### src/rtl/clkgen_pkg.sv
// Shared types and constants for the clock-enable generator.
package clkgen_pkg;

  localparam int CLKGEN_CNT_W       = 25;
  localparam int CLKGEN_DEFAULT_DIV = 2401;

  typedef logic [CLKGEN_CNT_W-1:0] div_t;

  // A zero divisor would never wrap; treat it as divide-by-one.
  function automatic div_t div_sat1(input div_t v);
    return (v == '0) ? div_t'(1) : v;
  endfunction

endpackage

### src/rtl/clkgen_channel.sv
// One divider channel: counter, shadow/active divisor, tick pulse and square wave.
// With CLKGEN_CASCADE_EN the next-cycle tick is exported so the following channel can chain on it.
module clkgen_channel #(
  parameter int               CNT_W   = 25,
  parameter logic [CNT_W-1:0] RST_DIV = '1
) (
  input  logic             clk,
  input  logic             rst,
  input  logic             step_i,
  input  logic             wr_i,
  input  logic [CNT_W-1:0] wval_i,
  input  logic             sync_i,
`ifdef CLKGEN_CASCADE_EN
  output logic             tick_next_o,
`endif
  output logic             tick_o,
  output logic             sq_o
);

  logic [CNT_W-1:0] cnt_q, cnt_d;
  logic [CNT_W-1:0] shd_q, shd_d;
  logic [CNT_W-1:0] act_q, act_d;
  logic             tick_q, tick_d;
  logic             sq_q, sq_d;
  logic [CNT_W-1:0] wsat;
  logic             wrap;

  always_comb begin
    wsat   = (wval_i == '0) ? CNT_W'(1) : wval_i;
    // >= rather than == so a stale count above a freshly shortened divisor recovers at once.
    wrap   = step_i && (cnt_q >= act_q - CNT_W'(1));
    cnt_d  = cnt_q;
    shd_d  = shd_q;
    act_d  = act_q;
    sq_d   = sq_q;
    tick_d = 1'b0;
    if (wr_i) begin
      shd_d = wsat;
    end
    if (sync_i) begin
      cnt_d = '0;
      sq_d  = 1'b0;
      act_d = wr_i ? wsat : shd_q;
    end else if (wrap) begin
      cnt_d  = '0;
      tick_d = 1'b1;
      sq_d   = ~sq_q;
      act_d  = shd_q;
    end else if (step_i) begin
      cnt_d = cnt_q + CNT_W'(1);
    end
  end

  always_ff @(posedge clk or posedge rst) begin
    if (rst) begin
      cnt_q  <= '0;
      shd_q  <= RST_DIV;
      act_q  <= RST_DIV;
      tick_q <= 1'b0;
      sq_q   <= 1'b0;
    end else begin
      cnt_q  <= cnt_d;
      shd_q  <= shd_d;
      act_q  <= act_d;
      tick_q <= tick_d;
      sq_q   <= sq_d;
    end
  end

`ifdef CLKGEN_CASCADE_EN
  assign tick_next_o = tick_d;
`endif
  assign tick_o = tick_q;
  assign sq_o   = sq_q;

endmodule

### src/rtl/clk_enable_gen.sv
// Multi-channel programmable clock-enable generator (tick pulse + square wave per channel).
// Define CLKGEN_CASCADE_EN to chain channel i onto the tick of channel i-1.
module clk_enable_gen
  import clkgen_pkg::*;
#(
  parameter int  NUM_CH      = 4,
  parameter int  CNT_W       = CLKGEN_CNT_W,
  parameter int  DEFAULT_DIV = CLKGEN_DEFAULT_DIV,
  localparam int SEL_W       = (NUM_CH > 1) ? $clog2(NUM_CH) : 1
) (
  input  logic              clk,
  input  logic              rst,
  input  logic              div_wr,
  input  logic [SEL_W-1:0]  div_sel,
  input  logic [CNT_W-1:0]  div_val,
  input  logic              sync,
  input  logic [NUM_CH-1:0] en,
  output logic [NUM_CH-1:0] tick,
  output logic [NUM_CH-1:0] sq
);

  localparam logic [CNT_W-1:0] RST_DIV = CNT_W'(div_sat1(div_t'(DEFAULT_DIV)));

  logic [NUM_CH-1:0] step;
`ifdef CLKGEN_CASCADE_EN
  logic [NUM_CH-1:0] tick_next;
`endif

  for (genvar gi = 0; gi < NUM_CH; gi++) begin : g_ch
    logic wr;
    // Selects beyond NUM_CH match no channel, so such writes are dropped.
    assign wr = div_wr && (div_sel == SEL_W'(gi));

`ifdef CLKGEN_CASCADE_EN
    if (gi == 0) begin : g_root
      assign step[gi] = en[gi];
    end else begin : g_casc
      // Combinational next tick keeps the chained tick coincident with its parent.
      assign step[gi] = en[gi] & tick_next[gi-1];
    end
`else
    assign step[gi] = en[gi];
`endif

    clkgen_channel #(
      .CNT_W   (CNT_W),
      .RST_DIV (RST_DIV)
    ) u_ch (
      .clk         (clk),
      .rst         (rst),
      .step_i      (step[gi]),
      .wr_i        (wr),
      .wval_i      (div_val),
      .sync_i      (sync),
`ifdef CLKGEN_CASCADE_EN
      .tick_next_o (tick_next[gi]),
`endif
      .tick_o      (tick[gi]),
      .sq_o        (sq[gi])
    );
  end

endmodule

### config.mk
export PLATFORM = sky130hd
export DESIGN_NAME = clk_enable_gen
export DESIGN_NICKNAME = d
export VERILOG_FILES = /design/src/rtl/clkgen_pkg.sv /design/src/rtl/clkgen_channel.sv /design/src/rtl/clk_enable_gen.sv
export SDC_FILE = /design/constraint.sdc
export NUM_CORES = 1
export LEC_CHECK = 0
export CORE_ASPECT_RATIO = 0.7
export CORE_MARGIN = 5
export CORE_UTILIZATION = 50
export CTS_CLUSTER_SIZE = 10
export DETAILED_ROUTE_END_ITERATION = 10
export PLACE_DENSITY = 0.67
export SLEW_MARGIN = 20
export SYNTH_ARGS = -nofsm -noshare
export SYNTH_HDL_FRONTEND = slang
export SYNTH_SLANG_ARGS = --single-unit
### constraint.sdc
create_clock -name clk -period 21 [get_ports clk]
set_clock_uncertainty 0.2 [all_clocks]
set_input_delay 2.1 -clock clk [delete_from_list [all_inputs] [get_ports clk]]
set_output_delay 2.1 -clock clk [all_outputs]
set_load 0.005 [all_outputs]
# After elaboration in Yosys (flattened, before gate mapping)
# Cells that the tools add are included.
[op_classes]
n_reduce_logical = 18
n_mux = 41
addsub = 8
eq_ne = 3
magnitude_cmp = 4
n_bitwise = 4
[ops]
columns = ["cell", "count"]
rows = [
  ["25-bit 2-to-1 mux", 25],
  ["25-bit by 1-bit adder with 25-bit output (second input constant)", 4],
  ["25-bit >= comparator", 4],
  ["25-bit by 1-bit subtractor with 25-bit output (second input constant)", 4],
  ["25-bit logical NOT", 1],
  ["1-bit 2-to-1 mux", 16],
  ["3-bit nonzero test", 4],
  ["1-bit logical AND", 8],
  ["2-bit nonzero test", 4],
  ["2-bit equality test (second input constant)", 2],
  ["1-bit inverter", 4],
  ["2-bit by 1-bit equality test with 1-bit output (second input constant)", 1],
  ["2-bit logical NOT", 1],
]
[totals]
inputBits = 35
regBits = 308
word_cells = 98
out_inout_bits = 8

# Logic depth before layout (Yosys ltp)
# Gate-level depths: netlist of run 1.
[depth]
word_depth = 5
mapped_depth = 19
mapped_depth_nobuf = 17

# Modules after synthesis
# Synthesis of run 1 repeated with hierarchy kept, for this count alone.
[unflattened]
hier_cells = 1866
hier_area_um2 = 18149.9
[by_module_without_submodules]
columns = ["mod", "area_per_inst_um2", "cells_per_inst", "n_inst"]
rows = [
  ["clkgen_channel (g_ch[1].u_ch)", 4787.1, 469, 1],
  ["clkgen_channel (g_ch[3].u_ch)", 4515.6, 467, 1],
  ["clkgen_channel (g_ch[2].u_ch)", 4410.5, 465, 1],
  ["clkgen_channel (g_ch[0].u_ch)", 4399.2, 461, 1],
  ["clk_enable_gen", 37.5, 4, 1],
]

# Worst setup path after synthesis of run 1
# OpenSTA, ideal clock, no wires.
[synth_path]
path_kind = "reg-to-reg"
from = "reg g_ch[3].u_ch.act_q[0]"
to = "reg g_ch[3].u_ch.cnt_q[5]"
path_stages_with_launch = 17
setup_time_ns = 0.078
period_less_slack_ns = 4.537
required_ns = 20.722
path_slack_ns = 16.463
n_path_buf = 0
arrival_time_ns = 4.259
cell_sequence = "dfstp_2 inv_1 ha_1 or4b_1 nor3_4 nand2_2 or4_4 nor4_1 xnor2_1 ha_1 a21o_1 a221o_1 a221oi_2 o221ai_2 or2_4 or4_1 a21oi_1"
[synth_between]
elab_chain_cells = 5
elab_cells_between_ends = 6
classes_between = "1 x add/sub; 1 x order compare; 2 x mux; 2 x reduce/logical"
[synth_rtl]
columns = ["element", "line_no", "rtl"]
rows = [
  ["from (decl)", "clkgen_channel.sv:22", "logic [CNT_W-1:0] act_q, act_d;"],
  ["from (signal assigned)", "clkgen_channel.sv:64", "act_q <= act_d;"],
  ["25-bit by 1-bit subtractor with 25-bit output (*)", "clkgen_channel.sv:31", "wrap = step_i && (cnt_q >= act_q - CNT_W'(1));"],
  ["25-bit >= comparator (*)", "clkgen_channel.sv:31", ""],
  ["1-bit logical AND (*)", "clkgen_channel.sv:31", ""],
  ["25-bit 2-to-1 mux", "clkgen_channel.sv:44", "end else if (wrap) begin"],
  ["25-bit 2-to-1 mux", "clkgen_channel.sv:40", "if (sync_i) begin"],
  ["to (signal assigned)", "clkgen_channel.sv:62", "cnt_q <= cnt_d;"],
  ["to (decl)", "clkgen_channel.sv:20", "logic [CNT_W-1:0] cnt_q, cnt_d;"],
]
# Mark *: on every way between the ends. The rest lies on a longest branch, timed or not.
# A chain may end at the register's enable or synchronous reset.

# Worst setup path after layout of run 1
[layout_path]
from = "reg g_ch[2].u_ch.act_q[2]"
to = "reg g_ch[2].u_ch.cnt_q[10]"
[layout_between]
elab_chain_cells = 5
elab_cells_between_ends = 6
classes_between = "1 x add/sub; 1 x order compare; 2 x mux; 2 x reduce/logical"
[layout_rtl]
columns = ["element", "line_no"]
rows = [
  ["from (decl)", "clkgen_channel.sv:22"],
  ["from (signal assigned)", "clkgen_channel.sv:64"],
  ["25-bit by 1-bit subtractor with 25-bit output (*)", "clkgen_channel.sv:31"],
  ["25-bit >= comparator (*)", "clkgen_channel.sv:31"],
  ["1-bit logical AND (*)", "clkgen_channel.sv:31"],
  ["25-bit 2-to-1 mux", "clkgen_channel.sv:44"],
  ["25-bit 2-to-1 mux", "clkgen_channel.sv:40"],
  ["to (signal assigned)", "clkgen_channel.sv:62"],
  ["to (decl)", "clkgen_channel.sv:20"],
]
# Marks and branches as above.

==> results of run 1 <==
kinds of logic after synthesis:
group | share of synthesized area (%)
flip-flops | 42.97
AND/OR/NAND/NOR | 19.02
XOR/XNOR | 6.306
multiplexers | 10.60
buffers and inverters | 2.682
AO/OA/AOI/OAI | 10.94
adder cells (fa/ha/maj) | 7.484
flip-flops by register name (all words and copies together), names as in the netlist:
name and flops:
g_ch.u_ch.act_q 100, g_ch.u_ch.shd_q 100, g_ch.u_ch.cnt_q 100, g_ch.u_ch.sq_o 4
g_ch.u_ch.tick_o 4
critical path: stages (launching register included):
cell      delay [ns]
dfrtp_1         0.43
nor3_1          0.27
nand2b_1        0.15
nor4_1          0.41
nor3b_1         0.43
nand2_1         0.30
nor3_1          0.30
xnor2_1         0.16
ha_1            0.26
and4_1          0.20
nor4bb_1        0.15
and2_1          0.15
a22oi_1         0.39
and2_1          0.79
nand3_1         0.43
o311ai_0        0.48
power by group:
| part | internal, mW | switching (mW) | leakage (nW) |
|---|---|---|---|
| Sequential | 0.679 | 0.0668 | 3.78 |
| Clock | 0.361 | 0.248 | 0.536 |
| Combinational | 0.121 | 0.130 | 4.02 |
| Total | 1.16 | 0.445 | 8.34 |
final timing paths:
| kind | to | slack, ns |
|---|---|---|
| max reg2reg | g_ch[2].u_ch.cnt_q[10] | 15.38 |
| max in group asynchronous | g_ch[0].u_ch.sq_o | 17.32 |
| min reg2reg | g_ch[0].u_ch.act_q[8] | 0.29 |
| min in group asynchronous | g_ch[2].u_ch.cnt_q[21] | 1.91 |
| max | g_ch[2].u_ch.cnt_q[10] | 15.38 |
| min | g_ch[0].u_ch.act_q[8] | 0.29 |
cells in the final DEF (no fill, tap or decap), types with 20 or more instances in the layout:
master	instances
clkbuf_1	25
nand3_1	59
and4_1	21
nor4_1	31
xor2_1	47
o21ai_0	62
nand2_1	157
inv_1	24
xnor2_1	83
dfstp_2	40
dfrtp_1	268
buf_4	20
clkbuf_16	39
clkdlybuf4s50_1	41
nor2_1	164
nand4_1	27
mux2i_1	27
mux2_2	146
and3_1	27
a21oi_1	198
ha_1	108
nor3_1	66
per-layer routing:
layer  track usage [%]  vias to the layer above
met5                 0                        -
met4             5.041                        0
met3             4.853                       60
met2             33.29                      311
met1             30.47                     6842
li1                  -                     6669
metrics by stage:
| stage | std cells | hold slack, ns | worst slack (ns) |
|---|---|---|---|
| 2_1_floorplan | 1844 | 0.2572 | 10.25 |
| 3_3_place_gp | 2296 | 0.2739 | 15.78 |
| 3_5_place_dp | 2296 | 0.2823 | 15.55 |
| 4_1_cts | 2363 | 0.2901 | 15.54 |
| 5_1_grt | 2364 | 0.3023 | 15.01 |
| 6_report | 2365 | 0.2874 | 15.38 |
area by class of cell:
type                            instances  area [um^2]  area share [%]
Timing Repair Buffer                   62        588.1           2.938
Inverter                               26        107.6          0.5376
Clock inverter                          2        38.79          0.1938
Tap cell                              480        600.6           3.001
Clock buffer                           65         1084           5.414
Antenna cell                            1        2.502         0.01250
Multi-Input combinational cell       1421         9836           49.14
Sequential cell                       308         7757           38.76
==> flow_summary.yaml, run 1 <==
status:
  outcome: "complete, no violations"
timing:
  finalHoldViolCount: 0
  setup_viol: 0
  max-slew-margin-rel_pct: 30.28
  finalCritPeriodShare_pct: 26.78
  rsz0062_at_grt: "no"
  fmaxAchievable_mhz: 177.8
  tightestPinTransition_ns: 1.043
  final-max-slew-violation-count: 0
  fin_crit_ns: 5.624
  fin_setup_tns_ns: 0
place:
  io_buffers: 42
  gp_congestion: 0.8234
  dp_hpwl_mm: 29.19
  placed_area_um2: 18860
detailed_routing:
  wirelength_mm: 43.17
  routed-wl-met2_mm: 19.18
  wl_met3_mm: 2.715
  route.detailed.drc: 0
  drtIter0Drc: 1001
  wl_per_cell_um: 18.25
  wl_met1_mm: 20.50
  dr.max_layer_used: "met4"
  num_vias: 13880
  dr.pass1.iters: 5
  ant_nets: 0
  vias_per_cell: 5.870
synth:
  async_reset_ff_share_pct: 100.0
  avgSynthCellArea_um2: 9.791
  synth-edff-count: 0
  synth_top_area_share_pct: 37.14
  yosys-top-cells-count: "dfrtp_1, a21oi_1, nor2_1, nand2_1, mux2_2"
  yosys_register_bits: 308
  synth.area.top_cells: "dfrtp_1, mux2_2, ha_1"
  ys.flop_type: "dfrtp_1"
  syn_inst: 1844
  yosysSeqAreaShare_pct: 42.97
  synth_fp_nets: 1987
  yosysMostFrequentCell: "dfrtp_1"
  synth_cell_types: 69
  synth_warnings: 0
  yosys.area.top_type: "dfrtp_1"
  syn_area_um2: 18050
global_routing:
  grt_pass1_wl_mm: 71.17
  grt_max_degree: 103
  antenna_found_initial: 1
  grt_pass1_vias: 13740
  grt_usage_pct: 21.31
  gr-total-overflow: 0
power:
  power_density_nw_per_um2: 80.21
  finalPower_mw: 1.605
  power_leakage_nw: 8.343
  ir_worst_vdd_mv: 0.05829
setup_path:
  required_ns: 21.20
  r2r_cells: 15
  critPathMaxFanout: 25
  end_kind: "flip-flop"
  worstPathArrival_ns: 5.83
  startpoint_type: "flip-flop"
  timing_worst_setup_path_type: "reg -> reg"
  rr_startpoint: "g_ch[2].u_ch.act_q[2]"
  startpoint: "g_ch[2].u_ch.act_q[2]"
clock_network:
  clock-sinks: 308
  cts_setup_buffers: 0
  cts_root_buffer: "clkbuf_16"
  cts_hold_buf: 0
  clock_path_buffers: 3
  clk_latency_ns: 0.53
  cts_buffers: 37
  cts_tree: "done"
  cts-resized-gates: 0
  path_clk_slew_ns: 0.06
  cts_max_level: 2
die:
  start_util_pct: 50.47
  dieArea_um2: 40070
  die_h_um: 169.0
  std_cell_rows: 58
  fp.dieW_um: 237.1
  design.core.area_um2: 35780
  boundaryPins: 43
layout:
  fin_util_pct: 55.94
  area_growth_pct: 10.85
  drive_gt1_share_pct: 15.07
  final_nets: 1999
  final_cell_area_um2: 20010
  fillers: 3149
job:
  cap_violations: 0
min_path:
  hp-class: "reg -> reg"
  holdCritStartpoint: "g_ch[0].u_ch.act_q[8]"
  min_path_cells: 2
No activity file was read; power rests on OpenSTA's default activity.
==> run 2, diff against run 1 <==
- PLACE_DENSITY: 0.67 -> 0.69
- clock period: 21 -> 5.1 ns (I/O delays scaled with it)
==> flow_summary.yaml, run 2 (synthesized netlist as in run 1, its figures left out) <==
global_routing:
  antenna_found_initial: 1
  gr-total-overflow: 0
  grt_usage_pct: 21.86
  grt_pass1_wl_mm: 72.91
  grt_max_degree: 120
  grt_pass1_vias: 14050
job:
  cap_violations: 0
power:
  power_leakage_nw: 8.381
  seqPwrFrac_pct: 46.7
  p_int_mw: 4.735
  clockPowerShare_pct: 37.4
  power_density_nw_per_um2: 327.0
  swShare_pct: 28.07
  finalPower_mw: 6.583
  p_switching_mw: 1.848
  ir_worst_vdd_mv: 0.2331
  p_comb_share_pct: 15.9
setup_path:
  crit_path_max_incr_delay_ns: 0.54
  rr_startpoint: "g_ch[3].u_ch.act_q[1]"
  cp-endpoint: "g_ch[3].u_ch.cnt_q[5]"
  startpoint_type: "flip-flop"
  worstPathArrival_ns: 5.08
  timing_worst_setup_path_type: "reg -> reg"
  r2r_slack_ns: 0.28
  required_ns: 5.36
  critical_path.most_common_cell: "ha_1"
  reg2reg_to: "g_ch[3].u_ch.cnt_q[5]"
  cp_slowest_cell: "or4_1"
  crit_chain: "inv_1 -> ha_1 -> or4b_4 -> nor3_4 -> nand2_2 -> or4_4 -> nor4_1 -> xnor2_1 -> ha_1 -> a21o_1 -> a221o_1 -> a221oi_2 -> o221ai_2 -> or2_4 -> or4_1 -> a21oi_2"
  end_kind: "flip-flop"
  startpoint: "g_ch[3].u_ch.act_q[1]"
  r2r_cells: 16
  critPathMaxFanout: 16
timing:
  rsz0062_at_grt: "yes"
  hold_slack_ns: 0.2250
  tightestPinTransition_ns: 0.9622
  fin_crit_ns: 4.823
  final-max-slew-violation-count: 0
  fmaxAchievable_mhz: 207.3
  max-slew-margin-rel_pct: 35.56
  finalHoldViolCount: 0
  fin_setup_tns_ns: 0
  finalCritPeriodShare_pct: 94.57
  setup_viol: 0
die:
  boundaryPins: 43
  start_util_pct: 50.47
  std_cell_rows: 58
  die_h_um: 169.0
  fp.dieW_um: 237.1
  design.core.area_um2: 35780
  dieArea_um2: 40070
detailed_routing:
  wl_per_cell_um: 18.60
  route.detailed.drc: 0
  drtIter0Drc: 1029
  vias_per_cell: 5.886
  ant_nets: 0
  wirelength_mm: 44.09
  num_vias: 13960
  dr.pass1.iters: 5
layout:
  layout_common_cells: "dfrtp_1, a21oi_1, nor2_1"
  fin_util_pct: 56.27
  area_growth_pct: 11.50
  drive_gt1_share_pct: 15.65
  final_common_cell: "dfrtp_1"
  final_nets: 2006
  n_antenna_cell: 0
  fin_cells: 2371
  largestRegisters: "g_ch.u_ch.act_q (100), g_ch.u_ch.cnt_q (100), g_ch.u_ch.shd_q (100)"
clock_network:
  cts_tree: "done"
  cts_setup_buffers: 0
  cts_buffers: 37
  cts_max_level: 2
  clock_path_buffers: 3
  cts_root_buffer: "clkbuf_16"
  clock-sinks: 308
  clk_latency_ns: 0.54
  path_clk_slew_ns: 0.06
status:
  outcome: "complete, no violations"
place:
  dp_hpwl_mm: 29.82
  io_buffers: 42
  gp_congestion: 0.8102
  dp.cells: 2304
min_path:
  hp-class: "in -> reg"
[run 2: critical path, delay by kind of cell (launching register included)]
kind,cells,cell delay [ns]
DFF,1,0.41
AOI/OAI and AO/OA,5,1.07
xor gates and xnor gates,1,0.17
and+or+nand+nor,7,2.36
adders and majority gates,2,0.45
buffers and inverters,1,0.07
[run 2: power by group through the flow]
stage	clock, mW	combinational [mW]	sequential [mW]
6_report	2.46	1.04	3.08
5_1_grt	2.63	1.18	3.12
4_1_cts	2.53	1.05	3.07
3_5_place_dp	0	1.04	3.11
3_3_place_gp	0	0.985	3.09
2_1_floorplan	0	0.803	3.03
[run 2: stage by stage]
step	area, um^2	setup WS [ns]
5_1_grt	20130	-0.03781
3_3_place_gp	18990	0.3541
4_1_cts	20090	0.1764
6_report	20130	0.2770
3_5_place_dp	18990	0.2432
2_1_floorplan	18060	0.3237
[run 2: cell type report]
class	count	area, um^2
Sequential cell	308	7757
Multi-Input combinational cell	1421	9861
Tap cell	480	600.6
Inverter	26	103.9
Timing Repair Buffer	69	706.9
Fill cell	3109	15650
Clock inverter	2	17.52
Clock buffer	65	1084
[run 2: worst min-delay path by stage]
stage / to / from / slack (ns) / cells after the start
floorplan: g_ch[0].u_ch.act_q[8] / g_ch[0].u_ch.act_q[8] / 0.26 / 2
global placement: g_ch[0].u_ch.act_q[0] / g_ch[0].u_ch.act_q[0] / 0.27 / 2
detailed placement: g_ch[0].u_ch.act_q[8] / g_ch[0].u_ch.act_q[8] / 0.28 / 2
CTS: g_ch[0].u_ch.act_q[17] / sync / 0.20 / 3
global route: g_ch[0].u_ch.act_q[17] / sync / 0.27 / 3
finish: g_ch[0].u_ch.act_q[17] / sync / 0.23 / 3
[run 2: layer usage]
metal | GRT usage [%] | wire, um
met4 | 3.963 | 545
met2 | 34.44 | 20030
met3 | 5.033 | 2642
met1 | 31.50 | 20880
met5 | 0 | 0
[run 2: repair_timing]
item | 4_1_cts | 5_1_grt
setup endpoints to repair | 0 | 89
gates resized for setup | 0 | 9
hold buffers | 0 | 0
